[src/rtl/down_counter64_pkg.sv]
// down_counter64_pkg: shared width and FSM state type for the down counter.
package down_counter64_pkg;
   localparam int DCNT_WIDTH = 64;
   typedef enum logic [1:0] {IDLE, RUN, DONE} state_t;
endpackage

[src/rtl/dcnt_core.sv]
// dcnt_core: count register with load, saturating decrement and hold, plus a zero flag.
module dcnt_core #(parameter int WIDTH = 64) (
   input  logic             clk,
   input  logic             rst,
   input  logic             ld,
   input  logic [WIDTH-1:0] ld_val,
   input  logic             dec,
   output logic [WIDTH-1:0] cnt,
   output logic             zero
);
   assign zero = cnt == '0;
   always_ff @(posedge clk)
      if (rst) cnt <= '0;
      else if (ld) cnt <= ld_val;
      else if (dec && !zero) cnt <= cnt - WIDTH'(1);
endmodule

[src/rtl/down_counter64.sv]
// down_counter64: loadable countdown timer with one-cycle terminal-count pulse.
// Define DOWN_COUNTER64_AUTO_RELOAD_EN for periodic reload from the last loaded value.
module down_counter64
   #(parameter int WIDTH = down_counter64_pkg::DCNT_WIDTH) (
   input  logic             clk,
   input  logic             rst,
   input  logic             load,
   input  logic [WIDTH-1:0] load_val,
   input  logic             start,
   input  logic             stop,
   input  logic             en,
   output logic [WIDTH-1:0] out,
   output logic             tc,
   output logic             busy
);
   import down_counter64_pkg::*;
`ifdef DOWN_COUNTER64_AUTO_RELOAD_EN
   localparam bit AUTO = 1'b1;
`else
   localparam bit AUTO = 1'b0;
`endif
   state_t state;
   logic [WIDTH-1:0] reload_q;
   logic zero, run, reload, dec, last;
   assign run = state == RUN;
   assign last = en && out == WIDTH'(1);
   // In auto-reload, a zero count while still running is the cycle after tc.
   assign reload = AUTO && run && zero && !stop;
   assign dec = run && en && !load && !stop;
   dcnt_core #(.WIDTH(WIDTH)) u_core (
      .clk(clk), .rst(rst), .ld(load || reload), .ld_val(load ? load_val : reload_q),
      .dec(dec), .cnt(out), .zero(zero)
   );
   always_ff @(posedge clk)
      if (rst) begin
         state <= IDLE;
         tc <= 1'b0;
         busy <= 1'b0;
         reload_q <= '0;
      end else if (load) begin
         reload_q <= load_val;
         state <= IDLE;
         tc <= 1'b0;
         busy <= 1'b0;
      end else if (stop) begin
         state <= IDLE;
         tc <= 1'b0;
         busy <= 1'b0;
      end else case (state)
         IDLE: begin
            tc <= start && zero;
            if (start && !zero) begin
               state <= RUN;
               busy <= 1'b1;
            end
         end
         RUN: begin
            tc <= last;
            if (last && (!AUTO || reload_q == '0)) begin
               state <= DONE;
               busy <= 1'b0;
            end
         end
         default: begin
            state <= IDLE;
            tc <= 1'b0;
            busy <= 1'b0;
         end
      endcase
endmodule

[config.mk]
export PLATFORM = sky130hd
export DESIGN_NAME = down_counter64
export DESIGN_NICKNAME = d
export VERILOG_FILES = /design/src/rtl/down_counter64_pkg.sv /design/src/rtl/dcnt_core.sv /design/src/rtl/down_counter64.sv
export SDC_FILE = /design/constraint.sdc
export NUM_CORES = 1
export LEC_CHECK = 0
export CELL_PAD_IN_SITES_DETAIL_PLACEMENT = 2
export CELL_PAD_IN_SITES_GLOBAL_PLACEMENT = 2
export CORE_UTILIZATION = 27
export CTS_CLUSTER_SIZE = 28
export DETAILED_ROUTE_END_ITERATION = 16
export PLACE_DENSITY = 0.78
export SYNTH_ARGS = -nofsm -noshare
export SYNTH_HDL_FRONTEND = slang
export SYNTH_SLANG_ARGS = --single-unit
[constraint.sdc]
create_clock -name clk -period 3.17 [get_ports clk]
set_input_delay 0.634 -clock clk [delete_from_list [all_inputs] [get_ports clk]]
set_output_delay 0.634 -clock clk [all_outputs]
set_load 0.05 [all_outputs]
==> out/metrics.yaml, run 1 <==
relSlewSlack: 0.453
min-delay-start: "state[0]"
start_util: 0.278
synth_area_leader_cell: "dfxtp_1"
min_period_over_period: 0.931
rsz0062_at_grt: "no"
worst_ep_required_time_ps: 3440
cts.clk_slew.worst_paths_ps: 60
ff2ff_path_depth: 7
clock_path_buffers: 2
fillers: 1667
setup_viol_count_final: 0
cts_root_buffer: "clkbuf_16"
die_w_um: 127
rrSetupSlack_ps: 220
cts_max_level: 3
critical_path_class: "reg -> reg"
async_flop_share: 0
cellLeakagePower_nw: 2.01
tritoncts: "yes"
cp_data_arrival_time_ps: 3220
num_rows: 45
cts-resized-gates: 0
syn_inst: 491
via_count: 4512
avgViaCountPerCell: 5.37
dr.pass1.iters: 4
synth_flop_cell: "dfxtp_1"
syn-cell-area_sq_mm: 0.00424
ys_ff_latch: 67
antenna_left: 0
postCtsSetupRepairBufs: 0
drc: 0
nets: 696
powerDensity_mw_per_mm2: 453
syn2layout_area_growth_pct: 46.9
antennaDiodeCount: 0
grt_pass1_vias: 4976
status: "complete, no violations"
hold_viol_final: 0
design_area_sq_mm: 0.00623
syn-num-nets: 563
crit_path_max_fanout: 7
synth_cell_type_count: 58
r2r-start: "u_core.cnt[8]"
wire_per_inst_um: 20.2
yosysSeqAreaShare: 0.316
overflow: 0
max_clock_freq_mhz: 339
ctsHoldBuffers: 0
grt_max_degree: 43
r2r_end: "u_core.cnt[23]"
start_kind: "flip-flop"
coreArea_sq_mm: 0.0153
setup_tns_ps: 0
synth_most_common_cell: "nor2_1"
drive_above_1_share: 0.119
slew_viol_final: 0
endpoint: "u_core.cnt[23]"
cts_sinks: 67
min_path_type: "reg -> reg"
ys_top_cells_by_area: "dfxtp_1 (32%), a211oi_1 (11%), xnor2_1 (7.0%), nor2_1 (6.0%), a2111oi_4 (3.2%)"
numPortBuffers: 135
finalWirelength_mm: 17.0
clock_skew_ps: 9.59
track_usage: 0.217
drt-initial-drc-count: 110
cts-buffers-inserted: 9
pin_count: 136
drv_cap: 0
syn_area_per_cell_sq_um: 8.64
synth_top_cell_area_share: 0.316
synth_edf_count: 0
synthTopCellsByCount: "nor2_1 (68), dfxtp_1 (67), a211oi_1 (61)"
critPathCaptureType: "flip-flop"
placed_cell_area_sq_mm: 0.00589
antenna_found_initial: 0
worst_pin_slew_ps: 800
die_area_sq_mm: 0.0162
hold_ws_ps: 551
fin_crit_ps: 2950
peakVddDrop_mv: 0.265
fp.dieH_um: 127
clk_latency_ps: 350
gp_congestion: 0.824
dp_hpwl_mm: 12.7
critPathLaunch: "u_core.cnt[8]"
grt_pass1_wl_mm: 27.1
synth_warnings: 0
-- critical path, cell delays in order, from the launching register on --
cell and delay (ps):
dfxtp_1 370, or4_1 650, nor4_4 390, buf_4 220, nand2_1 110, a2111oi_0 740, xnor2_1 150, a211oi_1 240
-- power breakdown --
group,internal (mW),switching [mW],leakage [nW]
clock,0.730,0.394,0.159
sequential,0.900,0.0857,0.557
combinational,0.285,0.431,1.29
total,1.92,0.910,2.01
-- worst min-delay path by stage --
stage / end / depth (start not counted) / slack, ps
after floorplan: state[1] / 3 / 510
after global placement: state[1] / 2 / 510
after detailed placement: state[1] / 2 / 540
after CTS: state[1] / 2 / 550
after global routing: state[1] / 2 / 580
final: state[1] / 2 / 550
-- sequential cells by signal, summed over array words and instances, names as in the netlist --
register    flops
tc              1
u_core.cnt     64
state           2
-- per-layer routing --
layer / wire, um / global-route usage / vias to the layer above
met5: 0 / 0 / -
li1: - / - / 2142
met4: 324 / 0.0791 / 0
met2: 8210 / 0.367 / 112
met3: 651 / 0.0419 / 21
met1: 7810 / 0.273 / 2237
-- kinds of logic after synthesis --
kind of cell               Yosys count  share of synthesized area
AOI/OAI and AO/OA                  125                      0.260
xor gates and xnor gates            44                     0.0908
adders and majority gates            2                    0.00590
buffers and inverters               55                     0.0557
DFF                                 67                      0.316
muxes                                1                    0.00236
and+or+nand+nor                    197                      0.269
-- stage by stage --
step / worst slack, ps / util / total power, mW / std cells
3_5_place_dp: 178 / 0.386 / 1.71 / 824
5_1_grt: 97.3 / 0.409 / 2.94 / 840
3_3_place_gp: 243 / 0.386 / 1.69 / 824
6_report: 220 / 0.409 / 2.83 / 840
2_1_floorplan: 246 / - / 1.41 / 491
4_1_cts: 114 / 0.408 / 2.86 / 840
-- area by class of cell --
cell class / instances / area [sq um] / area share
clock buffers: 12 / 256 / 0.0411
clock inverters: 4 / 72.6 / 0.0116
flip-flops and latches: 67 / 1340 / 0.215
inverters: 15 / 56.3 / 0.00903
repair buffers: 162 / 1560 / 0.250
multi-input cells: 369 / 2680 / 0.430
well taps: 211 / 264 / 0.0423
-- layout by cell type (no fill, tap or decap), types with 12 or more instances in the layout --
cell type	instances
a2111oi_0	13
xnor2_1	34
inv_1	14
buf_4	26
nor3_1	14
nor4_1	21
a211oi_1	61
nor2_1	68
nand2_1	15
clkdlybuf4s50_1	134
and4_1	12
dfxtp_1	67
No activity file was read; power rests on OpenSTA's default activity.
==> run 2: changes to the inputs <==
--- a/config.mk
+++ b/config.mk
@@ -8,7 +8,7 @@
 export CELL_PAD_IN_SITES_DETAIL_PLACEMENT = 2
 export CELL_PAD_IN_SITES_GLOBAL_PLACEMENT = 2
 export CORE_UTILIZATION = 27
-export CTS_CLUSTER_SIZE = 28
+export CTS_CLUSTER_SIZE = 40
 export DETAILED_ROUTE_END_ITERATION = 16
 export PLACE_DENSITY = 0.78
 export SYNTH_ARGS = -nofsm -noshare
==> results of run 2 <==
The final DEF is identical to that of run 1; final timing and power are the same.
